**src/rtl/mole_pkg.sv**
```systemverilog
// mole_pkg: state encoding and hole-index helpers shared by the mole game blocks.
package mole_pkg;

    localparam int HOLE_W = 4;

    typedef enum logic [2:0] {
        IDLE,
        REQ,
        WAIT,
        SHOW,
        GAP
    } state_t;

    // The "no hole" marker is the hole count itself, one past the last legal index.
    function automatic logic [HOLE_W:0] no_hole(input int num_holes);
        return (HOLE_W + 1)'(num_holes);
    endfunction

endpackage

```
**src/rtl/mole_spawner.sv**
```systemverilog
// mole_spawner: requests a random hole, lights one mole for a fixed number of ticks,
// then scores the player's presses as hit, miss or wrong before asking for the next hole.
module mole_spawner
    import mole_pkg::*;
#(
    parameter int NUM_HOLES    = 10,
    parameter int SHOW_TICKS   = 8,
    parameter int GAP_TICKS    = 2,
    parameter int RAND_TIMEOUT = 4
) (
    input  logic                 clk,
    input  logic                 reset_n,
    input  logic                 enable,
    input  logic                 tick,
    input  logic [NUM_HOLES-1:0] hit_btn,
    output logic                 rand_next,
    output logic [HOLE_W-1:0]    rand_max,
    input  logic [HOLE_W-1:0]    rand_num,
    input  logic                 rand_valid,
    output logic [NUM_HOLES-1:0] mole,
    output logic                 hit_pulse,
    output logic                 miss_pulse,
    output logic                 wrong_pulse,
    output logic                 active
);

    localparam int CNT_MAX = (SHOW_TICKS > GAP_TICKS) ? SHOW_TICKS : GAP_TICKS;
    localparam int CNT_W   = $clog2(CNT_MAX + 1);
    localparam int TO_W    = (RAND_TIMEOUT > 1) ? $clog2(RAND_TIMEOUT) : 1;

    localparam logic [HOLE_W:0]    NO_HOLE   = no_hole(NUM_HOLES);
    localparam logic [CNT_W-1:0]   SHOW_LAST = CNT_W'(SHOW_TICKS - 1);
    localparam logic [CNT_W-1:0]   GAP_LAST  = CNT_W'(GAP_TICKS - 1);
    localparam logic [CNT_W-1:0]   CNT_ONE   = CNT_W'(1);
    localparam logic [TO_W-1:0]    TO_LAST   = TO_W'(RAND_TIMEOUT - 1);
    localparam logic [TO_W-1:0]    TO_ONE    = TO_W'(1);
    localparam logic [NUM_HOLES-1:0] MOLE_ONE = NUM_HOLES'(1);

    // Range-checks the generator value and steps past a repeat of the previous hole.
    function automatic logic [HOLE_W:0] pick_hole(input logic [HOLE_W-1:0] r,
                                                  input logic [HOLE_W:0]   last);
        logic [HOLE_W:0] w_r;
        logic [HOLE_W:0] w_inc;
        w_r   = {1'b0, r};
        w_inc = w_r + {{HOLE_W{1'b0}}, 1'b1};
        if (w_inc == NO_HOLE) begin
            w_inc = '0;
        end
        if (w_r >= NO_HOLE) begin
            return NO_HOLE;
        end
        if (w_r == last) begin
            return w_inc;
        end
        return w_r;
    endfunction

    state_t                 r_state,     w_state;
    logic [NUM_HOLES-1:0]   r_mole,      w_mole;
    logic [HOLE_W:0]        r_last_hole, w_last_hole;
    logic [CNT_W-1:0]       r_tick_cnt,  w_tick_cnt;
    logic [TO_W-1:0]        r_to_cnt,    w_to_cnt;
    logic                   r_rand_next, w_rand_next;
    logic                   r_hit,       w_hit;
    logic                   r_miss,      w_miss;
    logic                   r_wrong,     w_wrong;
    logic                   r_active;
    logic [HOLE_W:0]        w_pick;
    logic                   w_pressed_lit;
    logic                   w_pressed_other;

    assign w_pick          = pick_hole(rand_num, r_last_hole);
    assign w_pressed_lit   = |(hit_btn & r_mole);
    assign w_pressed_other = |(hit_btn & ~r_mole);

    always_comb begin
        w_state     = r_state;
        w_mole      = r_mole;
        w_last_hole = r_last_hole;
        w_tick_cnt  = r_tick_cnt;
        w_to_cnt    = r_to_cnt;
        w_rand_next = 1'b0;
        w_hit       = 1'b0;
        w_miss      = 1'b0;
        w_wrong     = 1'b0;
        if (!enable) begin
            w_state = IDLE;
            w_mole  = '0;
        end else begin
            case (r_state)
                IDLE: begin
                    w_state     = REQ;
                    w_rand_next = 1'b1;
                end
                REQ: begin
                    w_to_cnt = '0;
                    w_state  = WAIT;
                end
                WAIT: begin
                    if (rand_valid) begin
                        if (w_pick == NO_HOLE) begin
                            w_state     = REQ;
                            w_rand_next = 1'b1;
                        end else begin
                            w_mole      = MOLE_ONE << w_pick;
                            w_last_hole = w_pick;
                            w_tick_cnt  = '0;
                            w_state     = SHOW;
                        end
                    end else if (r_to_cnt == TO_LAST) begin
                        w_state     = REQ;
                        w_rand_next = 1'b1;
                    end else begin
                        w_to_cnt = r_to_cnt + TO_ONE;
                    end
                end
                // A press on the lit hole wins over both a stray press and expiry.
                SHOW: begin
                    if (w_pressed_lit) begin
                        w_hit      = 1'b1;
                        w_mole     = '0;
                        w_tick_cnt = '0;
                        w_state    = GAP;
                    end else begin
                        w_wrong = w_pressed_other;
                        if (tick) begin
                            if (r_tick_cnt == SHOW_LAST) begin
                                w_miss     = 1'b1;
                                w_mole     = '0;
                                w_tick_cnt = '0;
                                w_state    = GAP;
                            end else begin
                                w_tick_cnt = r_tick_cnt + CNT_ONE;
                            end
                        end
                    end
                end
                GAP: begin
                    if (tick) begin
                        if (r_tick_cnt == GAP_LAST) begin
                            w_state     = REQ;
                            w_rand_next = 1'b1;
                        end else begin
                            w_tick_cnt = r_tick_cnt + CNT_ONE;
                        end
                    end
                end
                default: begin
                    w_state = IDLE;
                    w_mole  = '0;
                end
            endcase
        end
    end

    always_ff @(posedge clk or negedge reset_n) begin
        if (!reset_n) begin
            r_state     <= IDLE;
            r_mole      <= '0;
            r_last_hole <= NO_HOLE;
            r_tick_cnt  <= '0;
            r_to_cnt    <= '0;
            r_rand_next <= 1'b0;
            r_hit       <= 1'b0;
            r_miss      <= 1'b0;
            r_wrong     <= 1'b0;
            r_active    <= 1'b0;
        end else begin
            r_state     <= w_state;
            r_mole      <= w_mole;
            r_last_hole <= w_last_hole;
            r_tick_cnt  <= w_tick_cnt;
            r_to_cnt    <= w_to_cnt;
            r_rand_next <= w_rand_next;
            r_hit       <= w_hit;
            r_miss      <= w_miss;
            r_wrong     <= w_wrong;
            r_active    <= (w_state != IDLE);
        end
    end

    assign rand_next   = r_rand_next;
    assign rand_max    = HOLE_W'(NUM_HOLES - 1);
    assign mole        = r_mole;
    assign hit_pulse   = r_hit;
    assign miss_pulse  = r_miss;
    assign wrong_pulse = r_wrong;
    assign active      = r_active;

endmodule

```
**config.mk**
```make
export PLATFORM = sky130hd
export DESIGN_NAME = mole_spawner
export DESIGN_NICKNAME = d
export VERILOG_FILES = /design/src/rtl/mole_pkg.sv /design/src/rtl/mole_spawner.sv
export SDC_FILE = /design/constraint.sdc
export NUM_CORES = 1
export LEC_CHECK = 0
export CAP_MARGIN = 10
export CORE_ASPECT_RATIO = 0.75
export CORE_MARGIN = 2
export CORE_UTILIZATION = 25
export DETAILED_ROUTE_END_ITERATION = 8
export PLACE_DENSITY_LB_ADDON = 0.08
export SKIP_LAST_GASP = 1
export SLEW_MARGIN = 0
export SYNTH_ARGS = -nofsm -noshare
export SYNTH_HDL_FRONTEND = slang
export SYNTH_SLANG_ARGS = --single-unit
```
**constraint.sdc**
```tcl
create_clock -name clk -period 2.6 [get_ports clk]
set_clock_uncertainty 0.2 [all_clocks]
set_input_delay 0.39 -clock clk [delete_from_list [all_inputs] [get_ports clk]]
set_output_delay 0.39 -clock clk [all_outputs]
set_load 0.01 [all_outputs]
```
Word-level counts from Yosys, hierarchy flattened. Cells that the tools add are included.

Bits in registers: 29. Bits in latches: 0. Memory bits (writable): 0. Output and inout bits: 19. Memories kept: 0. Bits in read-only memories: 0.

Shifts and indexed selects: 1. Order comparisons: 1. Eq/ne operators: 22. Add/sub/neg operators: 3. Mux-type cells: 54. Reductions and logical operators: 11. Div/mod/pow operators: 0. Multipliers: 0. Bitwise gates (word level): 4.

Operators by type and width (count): $mux W10 (6); $pmux W10 S3 (1); $mux W4 (7); $mux W5 (5); $mux W3 (8); $and A10 B10 Y10 (2); $mux W1 (20); $reduce_or A10 Y1 (2); $pmux W3 S5 (1); $ne A2 B2 Y1 const B (7); $pmux W4 S3 (1); $eq A5 B4 Y1 const B (2); $not A10 Y10 (1); $shl A1 B5 Y10 const A (1); $ne A3 B3 Y1 const B (3); $ne A4 B4 Y1 const B (2); $reduce_and A4 Y1 (2); $reduce_and A7 Y1 (1); $eq A3 B2 Y1 const B (2); $mux W2 (3); $reduce_bool A3 Y1 (2); $add A4 B1 Y5 const B (1); $eq A4 B5 Y1 (1); $reduce_and A5 Y1 (1); 14 further kinds (14).

Longest topological paths before layout. Gate-level depths: netlist (run 1).

Word-level depth: 12. Gate-level depth with buffers: 9. Mapped depth without buffers: 8.

Worst setup path after synthesis (run 1). No wires, ideal clock.

Kind: input port to flip-flop. Start point: input port rand_num[2]. End point: register r_last_hole[0]. Setup slack: -0.393 ns. Stages on the path: 7. Arrival time: 2.668 ns. Required time: 2.275 ns. Library setup time: 0.125 ns. Buffers on the path: 1. Cells stage by stage: buf_2 > xor2_1 > or4_4 > or4b_4 > a32oi_4 > a2111o_1 > mux2_2.

Longest elaborated chain between the ends: 9.

Ends and longest elaborated chain: start, declared (line mole_spawner.sv:18) `input logic [HOLE_W-1:0] rand_num,`; $add A4 B1 Y5 (line mole_spawner.sv:45) `w_inc = w_r + {{HOLE_W{1'b0}}, 1'b1};`; $eq A5 B4 Y1 (line mole_spawner.sv:46) `if (w_inc == NO_HOLE) begin`; $mux W5 (line mole_spawner.sv:46); $mux W5 (line mole_spawner.sv:52) `if (w_r == last) begin`; $mux W5 (line mole_spawner.sv:55) `return w_r;`; $mux W5 * (line mole_spawner.sv:52); $eq A5 B4 Y1 (line mole_spawner.sv:101) `if (w_pick == NO_HOLE) begin`; $not A1 Y1 (no line); $reduce_and A4 Y1 (no line); end signal, assigned (line mole_spawner.sv:171) `r_last_hole <= w_last_hole;`; end, declared (line mole_spawner.sv:60) `logic [HOLE_W:0] r_last_hole, w_last_hole;`.

Every way passes the cells marked *; elsewhere a longest branch is shown, timed or not. The select of a mux whose other input is x is not followed. A chain may end at the register's enable or synchronous reset.

Worst setup path after layout (run 1).
Start point: register r_last_hole[2]. End point: register r_last_hole[0].

Longest elaborated chain between the ends: 8.

Ends and longest elaborated chain (line): $eq A4 B5 Y1 * (mole_spawner.sv:52); $mux W1 (2 in series) (mole_spawner.sv:52); $mux W5 * (mole_spawner.sv:55); $mux W5 * (mole_spawner.sv:52); $eq A5 B4 Y1 (mole_spawner.sv:101); $not A1 Y1 (no line); $reduce_and A4 Y1 (no line).

Marks and branches as above.

==> key figures, run 1 <==
Floorplan
  – Row count: 28
  – Overall die width: 108.2 um
  – Die area: 8893 sq um
  – Core ar.: 7883 sq um
  – Die Height: 82.17 um
  – Initial Util: 25.84%
  – Top Ports: 38

Critical path
  – Worst stage delay on the critical path: 530 ps
  – Worst r2r dst: r_last_hole[0]
  – R2r startpoint: r_last_hole[2]
  – Critical Path RT: 2560 ps
  – Crit path launch type: flip-flop
  – Worst R2R Path Depth: 7
  – CP max FO: 5
  – Kind of critical path: reg2reg
  – Worst path slowest cell: or4_4
  – Reg2Reg Setup Slack: -210 ps
  – CP cell instances: xor2_2 > or4_4 > or4b_4 > a32oi_4 > a2111o_1 > buf_12 > mux2_4
  – CP endpoint kind: flip-flop
  – Crit path arrival time: about 2800 ps

Power and ir drop
  – NetSw: 0.0005242 W
  – P_int: 0.001110 W
  – Peak VDD IR: 183.7 uV
  – Clk pwr share: ~26%
  – Switching Share: 32.08%
  – Leak: ~1.4 nW
  – Reg power frac: 35.6%
  – Power per cell area: approximately 520 nW/um^2
  – Logic pwr share: about two fifths

Yosys
  – Most common cell in the synthesized netlist: dfrtp_1
  – Synth area leaders: dfrtp_1, mux2_2, ha_1
  – Top cell type's share of synthesized area: approximately 33%
  – Main synth FF type: dfrtp_1
  – Seq cells post-synth: 29
  – Mapped Avg Cell Area: 9.344 sq um
  – Asr flop ratio synth: 100.0%
  – Warning count from the yosys run: 0
  – Unique masters post-synth: 57
  – Syn Inst Count: 218
  – Commonest cells in the synthesized netlist: dfrtp_1, inv_1, nor2_1
  – Seq/Total Area, Yosys: 35.75%
  – Synth area leader: dfrtp_1
  – EDFF count, synth: 0
  – Syn Std Cell Area: slightly above 2000 sq um

CTS
  – Clk sinks: 29
  – Root Buffer: clkbuf_8
  – CTS Buffer Depth: 2
  – Clock Latency Late Sink: 290 ps
  – H-tree Lvls: 2
  – Clock-pin slew on the worst setup and hold paths: 70 ps
  – Num CTS Buffers: 5
  – CTS Hold Bufs: 0
  – CTS tree: done

STA
  – Tmin final: 2811 ps
  – Final Max Slew Viols: 0
  – Final hold vios: 0
  – Peak Freq: between 300 and 400 MHz
  – TNS Setup: -3089 ps
  – RSZ-0062 raised after global routing: yes
  – Final Cycle Share: 108.1%
  – Final setup margin: -210.6 ps
  – Final setup fails: 21

Global route
  – GRT Max-Usage Layer: met1
  – Number of global-route vias before repair: 1861
  – Largest net degree at the start of global routing: 30
  – Met3 GRT Util: 3.454%
  – Antenna violations before repair: 0
  – Met1 GRT Util: 22.44%
  – Global-route wire length before repair: 9666 um
  – Grt total ovfl: 0
  – Met2 usage: about 20%
  – Tot GR Track Use: 14.46%

Finish
  – N_diodes: 0
  – Share of layout cells above drive strength 1: around 33%
  – Layout Cells excl Fill: between 400 and 500
  – Core Util, Final: between 30% and 40%
  – Final #Nets: 337
  – Multi-input gate area: 1267 sq um
  – Filler cells: 794
  – Area grow syn2layout: 53.93%
  – Register area: 728.2 sq um

Routing
  – DRC violations left: 0
  – WL/cell: 14.26 um
  – Iter 0 DRT Violations: between 100 and 150
  – Via count: between 1500 and 2000
  – TritonRoute pass-1 iters: 4
  – Vias per cell: 4.696
  – WL final: approximately 6000 um
  – Post-route ant nets: 0

Outcome
  – Outcome: finished with violations
  – Failing checks: setup timing

Place
  – DP Cell Count: 404
  – Port Buffer Count: 33
  – HPWL after DPL: 4711 um
  – Gpl congestion: approximately 0.8

Run
  – Max Cap Viol: 0

Min path
  – Hold Crit Class: in2async
## cells by family after synthesis
| kind of cell | share of synthesized area, % |
|---|---|
| and+or+nand+nor | 22.60 |
| AOI/OAI and AO/OA | 20.70 |
| DFF | 35.75 |
| buffers and inverters | 6.142 |
| muxes | 8.600 |
| adders and majority gates | 3.685 |
| xor gates and xnor gates | 2.150 |
| other | 0.3687 |
## cell usage in the layout, fill, tap and decap left out, types with 3 or more instances in the layout
| master | Yosys | layout |
|---|---|---|
| nand3_1 | 7 | 7 |
| nor2b_1 | 6 | 6 |
| mux2i_1 | 4 | 4 |
| ha_1 | 6 | 5 |
| clkdlybuf4s50_1 | 0 | 30 |
| and2_1 | 5 | 4 |
| inv_1 | 18 | 18 |
| dfrtp_1 | 27 | 27 |
| clkbuf_8 | 0 | 7 |
| buf_4 | 4 | 57 |
| dlygate4sd2_1 | 0 | 3 |
| mux2_4 | 0 | 3 |
| o22ai_1 | 4 | 4 |
| nor4b_1 | 3 | 3 |
| buf_6 | 0 | 4 |
| nor2_1 | 14 | 14 |
| conb_1 | 2 | 4 |
| a31o_2 | 3 | 3 |
| nand2_1 | 12 | 12 |
| a22oi_1 | 7 | 6 |
| a31oi_1 | 4 | 3 |
| o21ai_0 | 5 | 4 |
| a21oi_1 | 6 | 6 |
| mux2_2 | 12 | 9 |
| a22o_1 | 4 | 4 |
| a21o_1 | 3 | 3 |
| nand4_1 | 5 | 5 |
| and3_1 | 5 | 5 |
## power groups by stage
| stage | combinational [W] | sequential, W | clock, W |
|---|---|---|---|
| 6_report | 0.000633 | 0.000581 | 0.000420 |
| 3_3_place_gp | 0.000591 | 0.000592 | 0 |
| 4_1_cts | 0.000613 | 0.000582 | 0.000434 |
| 3_5_place_dp | 0.000589 | 0.000588 | 0 |
| 5_1_grt | 0.000693 | 0.000591 | 0.000463 |
| 2_1_floorplan | 0.000320 | 0.000575 | 0 |
## registers in the layout, summed over array words and instances (netlist names)
register and count:
r_state 3, active 1, r_tick_cnt 4, hit_pulse 1
r_last_hole 5, miss_pulse 1, rand_next 1, wrong_pulse 1
mole 10, r_to_cnt 2
## through the flow
| step | power [W] | hold slack, ps | cell area (sq um) | setup slack [ps] |
|---|---|---|---|---|
| finish | 0.001634 | 299.5 | 3136 | -210.6 |
| global route | 0.001747 | 330.4 | 3136 | -294.9 |
| CTS | 0.001628 | 308.1 | 3080 | -289.7 |
| detailed placement | 0.001177 | 298.2 | 2904 | -747.8 |
| global placement | 0.001183 | 298.3 | 2904 | -743.1 |
| floorplan | 0.0008947 | -105.6 | 2069 | -273.3 |
## routing by layer
layer | share of wire [%] | vias to the layer above
li1 | - | 994
met1 | 56 | 916
met2 | 39 | 46
met3 | 4.0 | 7
met4 | 1.1 | 0
met5 | 0 | -
## repair_timing
action                                 in CTS  in global routing
buffers inserted                            5                  1
pin swaps                                   6                  4
endpoints found under the hold margin       0                  0
resized for setup                          11                  8
setup endpoints to repair                  21                 21
## area by class of cell
class	count	share of cell area (%)
Clock buffer	7	3.073
Multi-Input combinational cell	162	40.42
Timing Repair Buffer	96	26.78
Sequential cell	29	23.22
Tap cell	105	4.190
Clock inverter	1	0.1596
Inverter	18	2.155
## critical path, delay by kind of cell (launching register included)
family,cells,cell delay [ps]
and+or+nand+nor,2,1050
AOI/OAI and AO/OA,2,440
DFF,1,420
muxes,1,290
xor gates and xnor gates,1,170
buffers and inverters,1,130
## worst max path at each step
stage	endpoint	from
detailed placement	r_last_hole[1]	rand_num[2]
global placement	r_tick_cnt[1]	rand_num[0]
global route	r_last_hole[2]	r_last_hole[2]
floorplan	r_last_hole[0]	rand_num[2]
CTS	mole[8]	r_last_hole[2]
finish	r_last_hole[0]	r_last_hole[2]
Power figures use the tool's default switching activity.
==> inputs of run 2 (changes only) <==
- REMOVE_ABC_BUFFERS: default -> 1
==> key figures, run 2 (synthesis gave the netlist of run 1 again) <==
Finish
  – Final Instance Area: 3397 sq um (was 3136 sq um)
  – Commonest non-fill, non-tap cell in the layout: buf_4 (unchanged)
  – N_diodes: 0 (unchanged)
  – Flip-flop count of the largest register after layout: 10 (unchanged)
  – Share of layout cells above drive strength 1: 39.13% (was 32.91%)
  – Area grow syn2layout: 66.77% (was 53.93%)
  – Filler cells: 781 (was 794)
  – Final #Nets: 346 (was 337)
  – Commonest non-fill, non-tap cells in the layout: buf_4, clkdlybuf4s50_1, dfrtp_1 (unchanged)

CTS
  – CTS Hold Bufs: 0 (unchanged)
  – CTS tree: done (unchanged)
  – H-tree Lvls: 2 (unchanged)
  – Clk sinks: 29 (unchanged)
  – CTS Buffer Depth: 2 (unchanged)
  – Clock Latency Late Sink: 290 ps (about the same)
  – Root Buffer: clkbuf_8 (unchanged)
  – Clock-pin slew on the worst setup and hold paths: 70 ps (about the same)
  – Num CTS Buffers: 5 (unchanged)

STA
  – Tmin final: 2797 ps (was 2811 ps)
  – Final setup margin: -197.5 ps (was -210.6 ps)
  – Peak Freq: 357.5 MHz (was 355.8 MHz)
  – Final setup fails: 21 (unchanged)
  – Least-Margin Pin Slew: 567.4 ps
  – Final hold vios: 0 (unchanged)
  – Max transition margin: between 60% and 70%
  – Final Cycle Share: 107.6% (was 108.1%)
  – RSZ-0062 raised after global routing: yes (unchanged)
  – Final Max Slew Viols: 0 (unchanged)

Outcome
  – Outcome: finished with violations (unchanged)
  – Failing checks: setup timing (unchanged)

Min path
  – Hold Crit Class: in2async (unchanged)

Critical path
  – Top delay family on crit path: compound AO/OA/AOI/OAI gates (was simple AND/OR/NAND/NOR gates)
  – Worst path slowest cell: a2111o_1 (was or4_4)
  – Crit path launch type: flip-flop (unchanged)
  – CP dominant cell by count: buf_4
  – Reg2Reg Setup Slack: -200 ps (was -210 ps)
  – Worst stage delay on the critical path: 550 ps (was 530 ps)
  – Critical Path RT: 2560 ps (about the same)
  – CP endpoint kind: flip-flop (unchanged)
  – CP cell instances: xor2_1 > or4_4 > buf_4 > o21ai_0 > buf_4 > a32oi_4 > a2111o_1 > mux2_4 (was xor2_2 > or4_4 > or4b_4 > a32oi_4 > a2111o_1 > buf_12 > mux2_4)
  – CP max FO: 5 (unchanged)
  – Buf/Inv on CP: 2 (was 1)
  – Kind of critical path: reg2reg (unchanged)
  – Crit path arrival time: 2760 ps (was 2780 ps)

Routing
  – Via count: 2021 (was 1963)
  – Vias per cell: 4.733 (was 4.696)
  – TritonRoute pass-1 iters: 6 (was 4)
  – WL/cell: 14.69 um (was 14.26 um)
  – WL final: 6273 um (was 5959 um)
  – DRC violations left: 0 (unchanged)
  – Post-route ant nets: 0 (unchanged)
  – Iter 0 DRT Violations: 83 (was 116)

Global route
  – Global-route wire length before repair: 9818 um (was 9666 um)
  – Largest net degree at the start of global routing: 30 (unchanged)
  – Tot GR Track Use: 14.33% (was 14.46%)
  – Antenna violations before repair: 0 (unchanged)
  – Grt total ovfl: 0 (unchanged)
  – Number of global-route vias before repair: 1888 (was 1861)

Floorplan
  – Overall die width: 108.2 um (unchanged)
  – Initial Util: 25.84% (unchanged)
  – Die Height: 82.17 um (unchanged)
  – Row count: 28 (unchanged)
  – Core ar.: 7883 sq um (unchanged)
  – Die area: 8893 sq um (unchanged)
  – Top Ports: 38 (unchanged)

Place
  – Pre-CTS setup slack: -721.6 ps (was -747.8 ps)
  – HPWL after DPL: 4556 um (was 4711 um)
  – Gpl congestion: 0.8042 (was 0.8179)
  – Port Buffer Count: 33 (unchanged)
  – Placed cell areas: 2882 sq um (was 2904 sq um)

Power and ir drop
  – Leak: 1.487 nW (was 1.391 nW)
  – Peak VDD IR: 248.8 uV (was 183.7 uV)
  – Power per cell area: 537.1 nW/um^2 (was 521.2 nW/um^2)

Run
  – Max Cap Viol: 0 (unchanged)
run 2: changes by cell type in the layout (fill, tap and decap cells not counted), sizes merged:
cell    previous run  this run
a31oi              5         6
bufinv             0         1
clkinv             1         0
clkbuf             7         8
buf               63        70
run 2: worst paths after layout:
check,start,end,depth (start not counted)
setup reg to reg,r_last_hole[2],r_last_hole[0],8
setup / recovery,r_last_hole[2],r_last_hole[0],8
min in group clk,r_last_hole[3],r_last_hole[3],2
max in group asynchronous,reset_n,r_last_hole[1],2
hold reg to reg,r_last_hole[3],r_last_hole[3],2
hold / removal,reset_n,mole[0],2
run 2: timing repair:
item / 4_1_cts / 5_1_grt
pin swaps: 6 / 8
gates cloned: 1 / 1
resized for setup: 18 / 40
setup endpoints to repair: 21 / 21
buffers inserted: 5 / 10
run 2: through the flow:
| stage | TNS, ps | cells | hold WS (ps) | utilization, % | power [W] |
|---|---|---|---|---|---|
| 3_5_place_dp | -13210 | 403 | 297.3 | 36.56 | 0.001160 |
| 3_3_place_gp | -13340 | 403 | 295.7 | 36.56 | 0.001160 |
| 5_1_grt | -3864 | 427 | 337.6 | 43.10 | 0.001923 |
| 2_1_floorplan | -2207 | 209 | -105.6 | - | 0.0008702 |
| 4_1_cts | -1844 | 417 | 310.3 | 39.60 | 0.001712 |
| 6_report | -2640 | 427 | 302.5 | 43.10 | 0.001825 |
run 2: power breakdown:
part	switching (W)	total [W]	internal (W)	leakage, nW
clock network	0.000181	0.000493	0.000312	0.0585
registers	0.0000559	0.000580	0.000524	0.385
logic	0.000333	0.000752	0.000419	1.04
run 2: worst register-to-register path: stages, from the launching register on:
cell and delay, ps:
dfrtp_1 400, xor2_1 160, or4_4 520, buf_4 160, o21ai_0 150, buf_4 150, a32oi_4 60, a2111o_1 550
mux2_4 330
run 2: layer usage:
metal	vias up	track usage [%]	share of wire (%)
met5	-	0	0
met4	0	3.846	0.88
met3	7	2.904	4.4
met2	39	20.44	40
met1	960	21.75	54
li1	1015	-	-
run 2: layout make-up:
| class | count | area [sq um] | share of cell area [%] |
|---|---|---|---|
| Tap cell | 105 | 131.4 | 3.867 |
| Inverter | 18 | 67.56 | 1.989 |
| Sequential cell | 29 | 728.2 | 21.44 |
| Clock inverter | 1 | 30.03 | 0.8840 |
| Clock buffer | 7 | 86.33 | 2.541 |
| Timing Repair Buffer | 104 | 935.9 | 27.55 |
| Multi-Input combinational cell | 163 | 1418 | 41.73 |
